### src/rtl/alu_cmd_sequencer_if.sv
// Command, ALU-drive and response signal bundle for alu_cmd_sequencer.
// slave = sequencer side, master = control path / ALU / response consumer side.
interface alu_cmd_sequencer_if;
    logic       Cmd_Valid;
    logic       Cmd_Ready;
    logic [4:0] Cmd_Opcode;
    logic [1:0] Cmd_Sel;
    logic       Cmd_CarryIn;
    logic [7:0] Cmd_A;
    logic [7:0] Cmd_B;
    logic       Cmd_Chain;

    logic [4:0] Alu_Opcode;
    logic [1:0] Alu_Sel;
    logic       Alu_CarryIn;
    logic [7:0] Alu_A;
    logic [7:0] Alu_B;
    logic [7:0] Alu_Out;
    logic       Alu_CarryOut;
    logic       Alu_Overflow;

    logic       Rsp_Valid;
    logic       Rsp_Ready;
    logic [7:0] Rsp_Data;
    logic       Rsp_Carry;
    logic       Rsp_Ovf;

    modport slave (
        input  Cmd_Valid, Cmd_Opcode, Cmd_Sel, Cmd_CarryIn, Cmd_A, Cmd_B, Cmd_Chain,
        input  Alu_Out, Alu_CarryOut, Alu_Overflow, Rsp_Ready,
        output Cmd_Ready, Alu_Opcode, Alu_Sel, Alu_CarryIn, Alu_A, Alu_B,
        output Rsp_Valid, Rsp_Data, Rsp_Carry, Rsp_Ovf
    );

    modport master (
        output Cmd_Valid, Cmd_Opcode, Cmd_Sel, Cmd_CarryIn, Cmd_A, Cmd_B, Cmd_Chain,
        output Alu_Out, Alu_CarryOut, Alu_Overflow, Rsp_Ready,
        input  Cmd_Ready, Alu_Opcode, Alu_Sel, Alu_CarryIn, Alu_A, Alu_B,
        input  Rsp_Valid, Rsp_Data, Rsp_Carry, Rsp_Ovf
    );
endinterface

### src/rtl/alu_cmd_sequencer.sv
// Issues one command at a time to a combinational ALU, holds operands SETTLE_CYCLES, returns result.
// Optional ALU_SEQ_CHAIN_EN: accumulator/stored-carry chaining selected per command by Cmd_Chain.
module alu_cmd_sequencer #(
    parameter int unsigned SETTLE_CYCLES = 1,
    parameter logic [7:0]  ACC_RESET     = 8'h00
) (
    input  logic                  Clk,
    input  logic                  Rst_n,
    alu_cmd_sequencer_if.slave    bus
);
    localparam int unsigned CNT_W  = 4;
    localparam logic [4:0]  OP_ADD = 5'b00001;
    localparam logic [4:0]  OP_MUL = 5'b00011;

    typedef enum logic [1:0] {IDLE, SETTLE, RESP} state_t;

    state_t             state_q, state_d;
    logic [CNT_W-1:0]   cnt_q, cnt_d;
    logic [4:0]         alu_op_q, alu_op_d;
    logic [1:0]         alu_sel_q, alu_sel_d;
    logic               alu_cin_q, alu_cin_d;
    logic [7:0]         alu_a_q, alu_a_d;
    logic [7:0]         alu_b_q, alu_b_d;
    logic               rsp_valid_q, rsp_valid_d;
    logic [7:0]         rsp_data_q, rsp_data_d;
    logic               rsp_carry_q, rsp_carry_d;
    logic               rsp_ovf_q, rsp_ovf_d;
    logic               carry_mask_c;

`ifdef ALU_SEQ_CHAIN_EN
    logic [7:0]         acc_q, acc_d;
    logic               cy_q, cy_d;
`else
    logic               chain_unused;
    logic [7:0]         acc_reset_unused;
    assign chain_unused     = bus.Cmd_Chain;
    assign acc_reset_unused = ACC_RESET;
`endif

    // ALU flags are only meaningful for their own opcode; mask stale values
    assign carry_mask_c = (alu_op_q == OP_ADD) & bus.Alu_CarryOut;

    always_comb begin
        state_d     = state_q;
        cnt_d       = cnt_q;
        alu_op_d    = alu_op_q;
        alu_sel_d   = alu_sel_q;
        alu_cin_d   = alu_cin_q;
        alu_a_d     = alu_a_q;
        alu_b_d     = alu_b_q;
        rsp_valid_d = rsp_valid_q;
        rsp_data_d  = rsp_data_q;
        rsp_carry_d = rsp_carry_q;
        rsp_ovf_d   = rsp_ovf_q;
`ifdef ALU_SEQ_CHAIN_EN
        acc_d       = acc_q;
        cy_d        = cy_q;
`endif
        unique case (state_q)
            IDLE: begin
                if (bus.Cmd_Valid) begin
                    alu_op_d  = bus.Cmd_Opcode;
                    alu_sel_d = bus.Cmd_Sel;
                    alu_b_d   = bus.Cmd_B;
`ifdef ALU_SEQ_CHAIN_EN
                    alu_a_d   = bus.Cmd_Chain ? acc_q : bus.Cmd_A;
                    alu_cin_d = bus.Cmd_Chain ? cy_q  : bus.Cmd_CarryIn;
`else
                    alu_a_d   = bus.Cmd_A;
                    alu_cin_d = bus.Cmd_CarryIn;
`endif
                    cnt_d     = CNT_W'(SETTLE_CYCLES - 1);
                    state_d   = SETTLE;
                end
            end
            SETTLE: begin
                if (cnt_q == '0) begin
                    rsp_valid_d = 1'b1;
                    rsp_data_d  = bus.Alu_Out;
                    rsp_carry_d = carry_mask_c;
                    rsp_ovf_d   = (alu_op_q == OP_MUL) & bus.Alu_Overflow;
`ifdef ALU_SEQ_CHAIN_EN
                    acc_d       = bus.Alu_Out;
                    cy_d        = carry_mask_c;
`endif
                    state_d     = RESP;
                end else begin
                    cnt_d = cnt_q - CNT_W'(1);
                end
            end
            RESP: begin
                if (bus.Rsp_Ready) begin
                    rsp_valid_d = 1'b0;
                    state_d     = IDLE;
                end
            end
            default: state_d = IDLE;
        endcase
    end

    always_ff @(posedge Clk or negedge Rst_n) begin
        if (!Rst_n) begin
            state_q     <= IDLE;
            cnt_q       <= '0;
            alu_op_q    <= '0;
            alu_sel_q   <= '0;
            alu_cin_q   <= 1'b0;
            alu_a_q     <= '0;
            alu_b_q     <= '0;
            rsp_valid_q <= 1'b0;
            rsp_data_q  <= '0;
            rsp_carry_q <= 1'b0;
            rsp_ovf_q   <= 1'b0;
`ifdef ALU_SEQ_CHAIN_EN
            acc_q       <= ACC_RESET;
            cy_q        <= 1'b0;
`endif
        end else begin
            state_q     <= state_d;
            cnt_q       <= cnt_d;
            alu_op_q    <= alu_op_d;
            alu_sel_q   <= alu_sel_d;
            alu_cin_q   <= alu_cin_d;
            alu_a_q     <= alu_a_d;
            alu_b_q     <= alu_b_d;
            rsp_valid_q <= rsp_valid_d;
            rsp_data_q  <= rsp_data_d;
            rsp_carry_q <= rsp_carry_d;
            rsp_ovf_q   <= rsp_ovf_d;
`ifdef ALU_SEQ_CHAIN_EN
            acc_q       <= acc_d;
            cy_q        <= cy_d;
`endif
        end
    end

    assign bus.Cmd_Ready   = (state_q == IDLE);
    assign bus.Alu_Opcode  = alu_op_q;
    assign bus.Alu_Sel     = alu_sel_q;
    assign bus.Alu_CarryIn = alu_cin_q;
    assign bus.Alu_A       = alu_a_q;
    assign bus.Alu_B       = alu_b_q;
    assign bus.Rsp_Valid   = rsp_valid_q;
    assign bus.Rsp_Data    = rsp_data_q;
    assign bus.Rsp_Carry   = rsp_carry_q;
    assign bus.Rsp_Ovf     = rsp_ovf_q;

endmodule
### src/flat_wrapper.sv
// flat-port wrapper written by rule: the top's interface ports become plain ports
module alu_cmd_sequencer_flat 
#(
    parameter int unsigned SETTLE_CYCLES = 1,
    parameter logic [7:0]  ACC_RESET     = 8'h00
)
  (Clk, Rst_n, bus_Cmd_Valid, bus_Cmd_Opcode, bus_Cmd_Sel, bus_Cmd_CarryIn, bus_Cmd_A, bus_Cmd_B, bus_Cmd_Chain, bus_Alu_Out, bus_Alu_CarryOut, bus_Alu_Overflow, bus_Rsp_Ready, bus_Cmd_Ready, bus_Alu_Opcode, bus_Alu_Sel, bus_Alu_CarryIn, bus_Alu_A, bus_Alu_B, bus_Rsp_Valid, bus_Rsp_Data, bus_Rsp_Carry, bus_Rsp_Ovf);
  alu_cmd_sequencer_if bus_i ();
  input  logic Clk;
  input  logic Rst_n;
  input wire logic [$bits(bus_i.Cmd_Valid)-1:0] bus_Cmd_Valid;
  input wire logic [$bits(bus_i.Cmd_Opcode)-1:0] bus_Cmd_Opcode;
  input wire logic [$bits(bus_i.Cmd_Sel)-1:0] bus_Cmd_Sel;
  input wire logic [$bits(bus_i.Cmd_CarryIn)-1:0] bus_Cmd_CarryIn;
  input wire logic [$bits(bus_i.Cmd_A)-1:0] bus_Cmd_A;
  input wire logic [$bits(bus_i.Cmd_B)-1:0] bus_Cmd_B;
  input wire logic [$bits(bus_i.Cmd_Chain)-1:0] bus_Cmd_Chain;
  input wire logic [$bits(bus_i.Alu_Out)-1:0] bus_Alu_Out;
  input wire logic [$bits(bus_i.Alu_CarryOut)-1:0] bus_Alu_CarryOut;
  input wire logic [$bits(bus_i.Alu_Overflow)-1:0] bus_Alu_Overflow;
  input wire logic [$bits(bus_i.Rsp_Ready)-1:0] bus_Rsp_Ready;
  output wire logic [$bits(bus_i.Cmd_Ready)-1:0] bus_Cmd_Ready;
  output wire logic [$bits(bus_i.Alu_Opcode)-1:0] bus_Alu_Opcode;
  output wire logic [$bits(bus_i.Alu_Sel)-1:0] bus_Alu_Sel;
  output wire logic [$bits(bus_i.Alu_CarryIn)-1:0] bus_Alu_CarryIn;
  output wire logic [$bits(bus_i.Alu_A)-1:0] bus_Alu_A;
  output wire logic [$bits(bus_i.Alu_B)-1:0] bus_Alu_B;
  output wire logic [$bits(bus_i.Rsp_Valid)-1:0] bus_Rsp_Valid;
  output wire logic [$bits(bus_i.Rsp_Data)-1:0] bus_Rsp_Data;
  output wire logic [$bits(bus_i.Rsp_Carry)-1:0] bus_Rsp_Carry;
  output wire logic [$bits(bus_i.Rsp_Ovf)-1:0] bus_Rsp_Ovf;
  assign bus_i.Cmd_Valid = bus_Cmd_Valid;
  assign bus_i.Cmd_Opcode = bus_Cmd_Opcode;
  assign bus_i.Cmd_Sel = bus_Cmd_Sel;
  assign bus_i.Cmd_CarryIn = bus_Cmd_CarryIn;
  assign bus_i.Cmd_A = bus_Cmd_A;
  assign bus_i.Cmd_B = bus_Cmd_B;
  assign bus_i.Cmd_Chain = bus_Cmd_Chain;
  assign bus_i.Alu_Out = bus_Alu_Out;
  assign bus_i.Alu_CarryOut = bus_Alu_CarryOut;
  assign bus_i.Alu_Overflow = bus_Alu_Overflow;
  assign bus_i.Rsp_Ready = bus_Rsp_Ready;
  assign bus_Cmd_Ready = bus_i.Cmd_Ready;
  assign bus_Alu_Opcode = bus_i.Alu_Opcode;
  assign bus_Alu_Sel = bus_i.Alu_Sel;
  assign bus_Alu_CarryIn = bus_i.Alu_CarryIn;
  assign bus_Alu_A = bus_i.Alu_A;
  assign bus_Alu_B = bus_i.Alu_B;
  assign bus_Rsp_Valid = bus_i.Rsp_Valid;
  assign bus_Rsp_Data = bus_i.Rsp_Data;
  assign bus_Rsp_Carry = bus_i.Rsp_Carry;
  assign bus_Rsp_Ovf = bus_i.Rsp_Ovf;
  alu_cmd_sequencer #(.SETTLE_CYCLES(SETTLE_CYCLES), .ACC_RESET(ACC_RESET)) u_core (.Clk(Clk), .Rst_n(Rst_n), .bus(bus_i));
endmodule
### config.mk
export PLATFORM = sky130hd
export DESIGN_NAME = alu_cmd_sequencer_flat
export DESIGN_NICKNAME = d
export VERILOG_FILES = /design/src/rtl/alu_cmd_sequencer_if.sv /design/src/rtl/alu_cmd_sequencer.sv /design/src/flat_wrapper.sv
export SDC_FILE = /design/constraint.sdc
export NUM_CORES = 1
export LEC_CHECK = 0
export CORE_UTILIZATION = 46
export CTS_BUF_LIST = sky130_fd_sc_hd__clkbuf_2 sky130_fd_sc_hd__clkbuf_4 sky130_fd_sc_hd__clkbuf_8
export CTS_CLUSTER_SIZE = 14
export DETAILED_ROUTE_END_ITERATION = 16
export HOLD_SLACK_MARGIN = 0.15
export PLACE_DENSITY = 0.85
export SYNTH_ARGS = -nofsm -noshare
export SYNTH_HDL_FRONTEND = slang
export SYNTH_SLANG_ARGS = --single-unit
### constraint.sdc
create_clock -name Clk -period 3.85 [get_ports Clk]
set_clock_uncertainty 0.2 [all_clocks]
set_input_delay 0.77 -clock Clk [delete_from_list [all_inputs] [get_ports Clk]]
set_output_delay 0.77 -clock Clk [all_outputs]
set_load 0.005 [all_outputs]
==> summary.txt <==
Run status
  – Outcome: finished clean

Logic synthesis
  – Syn nets: 157
  – Sequential element share of the synthesized area: 57.06%
  – Post-Syn Area: 0.001798 sq mm
  – Async set-or-reset flop fraction in the synthesized netlist: 100.0%
  – Number of synthesized flops with an enable pin: 0
  – Average size of a mapped cell: 15.37 sq um
  – Number of instances in the synthesized netlist: 117
  – Commonest register cell after synthesis: dfrtp_1
  – Number of flip-flops and latches in the synthesized netlist: 41
  – Yosys warning total: 0
  – Number of different library cells in the post-synthesis netlist: 27

Global routing
  – Global-route usage over all layers: 19.70%
  – Grt ovf: 0
  – Wire length of the first global-routing pass: 6237 um
  – Initial antenna violation count: 0
  – Vias in the first global route: 1268
  – Largest net degree at the start of global routing: 42

Setup path
  – Worst R2R Path Depth: 5
  – CP max FO: 12
  – Kind of critical path: reg2out
  – R2r setup slk: 1.69 ns
  – Kind of start point of the critical path: register
  – Critical path capture point type: primary output
  – Worst endpoint required time: 2.88 ns
  – Critical R2R Capture: u_core.bus.Rsp_Data[3]
  – Data arrival time of the critical path: 1.45 ns
  – R2r startpoint: u_core.cnt_q[0]

Placed design
  – Half-perimeter wire length after detailed placement: 2702 um
  – Count of buffers inserted at the top-level ports: 73
  – Final weighted congestion in routability-driven placement: 0.6683
  – Setup Slack @ Placement: 1.368 ns

Floorplan
  – Count of boundary I/O pins: 75
  – Width of the die: 64.52 um
  – Die area: 0.004163 sq mm
  – Standard-cell row count: 22
  – Effective utilization at floorplan: 48.38%
  – Height of the die: 64.52 um
  – Core region area: 0.003716 sq mm

Hold path
  – Hold-critical path endpoint: u_core.bus.Alu_B[5]
  – Worst Min Path Start: u_core.bus.Alu_B[5]
  – HP Class: reg2reg
  – Cell count of the worst hold path: 1

Pwr
  – Clk pwr share: 15.0%
  – Static Leakage: 1.174 nW
  – Worst supply voltage drop on vdd: 0.0004341 V
  – Combinational fraction of design power: 47.7%
  – Power dissipated by switching net loads: 0.5976 mW
  – Fraction of power spent switching nets: 27.88%
  – Power Dens Cells: 810.5 mW/mm^2
  – Internal Pwr Total: 1.546 mW
  – Sequential share of power: 37.3%

Clocking
  – Clock H-tree levels: 2
  – Clock Root Buffer: clkbuf_8
  – Worst-path clk slew: 0.08 ns
  – Post CTS Setup Buffer Count: 0
  – Worst-Skew Late Latency: 0.28 ns
  – CTS tree: yes
  – Clk sinks: 41
  – Total CTS buffers: 5
  – Post-CTS Resized: 0
  – Number of buffers between clock root and the deepest sink: 2
  – Quantity of hold-fixing buffers added after cts: 0

STA
  – Setup slack after layout: 1.433 ns
  – Slew at the pin closest to its max-slew limit: 0.8771 ns
  – Final hold violations: 0
  – Max Clock Freq: 413.7 MHz
  – Summed negative setup slack over all endpoints: 0 ns
  – Finish-stage setup viols: 0
  – Final min period: 2.417 ns
  – Max-slew violation count: 0
  – Post-route fraction of the period consumed by the critical path: 62.79%
  – Slew HR: 41.53%
  – Setup repair after global routing missed its margin: no

Detailed routing
  – Aggregate routed wire length: 3670 um
  – Router iterations before antenna repair: 4
  – Average vias per placed instance: 5.050
  – Post-detailed-route count of antenna-violating nets: 0
  – Post-route DRC violation count: 0
  – Drt initial violations: 48
  – Wire length per cell: 15.23 um
  – Via count: 1217

Job
  – Max capacitance violation total: 0

Finish
  – Antenna diodes: 0
  – Fraction of final layout cells with drive strength greater than 1: 24.87%
  – Area Growth Syn to Fin: 47.11%
  – Post-layout nets: 233
==> critical path: stages (launching register included) <==
cell	delay (ns)
dfrtp_1	0.51
nor2_2	0.16
clkdlybuf4s50_1	0.51
==> per-layer routing <==
metal  wire, um  up-vias  global-route usage, %
li1           -      559                      -
met1       1510      604                  24.65
met2       1865       52                  33.03
met3        253        2                  4.049
met4         40        0                  8.333
met5          0        -                      0
==> synth_stat cells, types with 2 or more instances <==
| library cell | count | area (sq um) |
|---|---|---|
| nor2_1 | 2 | 7.510 |
| inv_1 | 3 | 11.26 |
| nand2_1 | 6 | 22.52 |
| a21oi_1 | 2 | 10.01 |
| nor3_1 | 2 | 10.01 |
| dfrtp_1 | 41 | 1026 |
| mux2_4 | 28 | 420.4 |
| mux2_2 | 6 | 67.56 |
| o21ai_0 | 2 | 10.01 |
| buf_6 | 4 | 45.04 |
| or4b_2 | 2 | 20.02 |
| nand3_1 | 4 | 20.02 |
==> cells by family (layout without fill, tap and decap cells) <==
family	Yosys count	after routing	synth area share [%]
adder cells (fa/ha/maj)	1	1	0.6958
AND/OR/NAND/NOR	26	26	9.117
flip-flops	41	41	57.06
buffers and inverters	8	84	3.409
multiplexers	35	35	27.70
AO/OA/AOI/OAI	6	6	2.018
==> flip-flops by register name, summed over array words and instances (netlist names), 2 cells and up <==
register,count
u_core.bus.Alu_Sel,2
u_core.bus.Alu_B,8
u_core.bus.Rsp_Data,8
u_core.cnt_q,4
u_core.state_q,2
u_core.bus.Alu_Opcode,5
u_core.bus.Alu_A,8
==> area by class of cell <==
cell class              instances  area (sq um)
clock buffers                   5         68.82
inverters                       3         11.26
well taps                      48         60.06
multi-input cells              68         710.7
repair buffers                 74         733.2
flip-flops and latches         41          1026
fillers                       265          1071
clock inverters                 2         35.03
==> power by group through the flow <==
stage / registers, mW / clock network, mW / logic, mW
CTS: 0.801 / 0.332 / 1.04
floorplan: 0.790 / 0 / 0.551
detailed placement: 0.808 / 0 / 1.03
finish: 0.800 / 0.322 / 1.02
global placement: 0.786 / 0 / 0.993
global route: 0.834 / 0.357 / 1.10
==> through the flow <==
step	area [sq um]	utilization [%]	std cells	power (mW)	hold slack, ns
2_1_floorplan	1798	-	117	1.341	0.2744
3_3_place_gp	2541	68.38	234	1.779	0.2882
3_5_place_dp	2541	68.38	234	1.837	0.2929
4_1_cts	2645	71.18	241	2.172	0.3169
5_1_grt	2645	71.18	241	2.294	0.3303
6_report	2645	71.18	241	2.144	0.3131
==> worst max path at each step <==
stage | from | to | slack, ns | depth (start not counted)
2_1_floorplan | bus_Cmd_Valid | u_core.bus.Alu_A[0] | 2.07 | 4
3_3_place_gp | bus_Cmd_Valid | u_core.bus.Alu_Opcode[0] | 1.41 | 4
3_5_place_dp | bus_Cmd_Valid | u_core.bus.Alu_Opcode[0] | 1.37 | 4
4_1_cts | u_core.state_q[0] | bus_Cmd_Ready | 1.42 | 2
5_1_grt | u_core.state_q[0] | bus_Cmd_Ready | 1.37 | 2
6_report | u_core.state_q[0] | bus_Cmd_Ready | 1.43 | 2
==> placed cells by master (no fill, tap or decap), drive strengths merged <==
cell,count
clkdlybuf4s50,72
clkinv,1
nor4b,2
nor2,3
ha,1
and2,1
nand3,4
and4bb,1
or2b,1
o21ai,2
mux2,34
bufinv,1
and3,1
nor3b,1
or4b,2
clkbuf,5
a22o,1
dfrtp,41
o21bai,1
nor3,2
a21oi,2
inv,3
mux2i,1
buf,2
nand2,6
nand3b,1
nor2b,1
No activity file was read; power rests on OpenSTA's default activity.
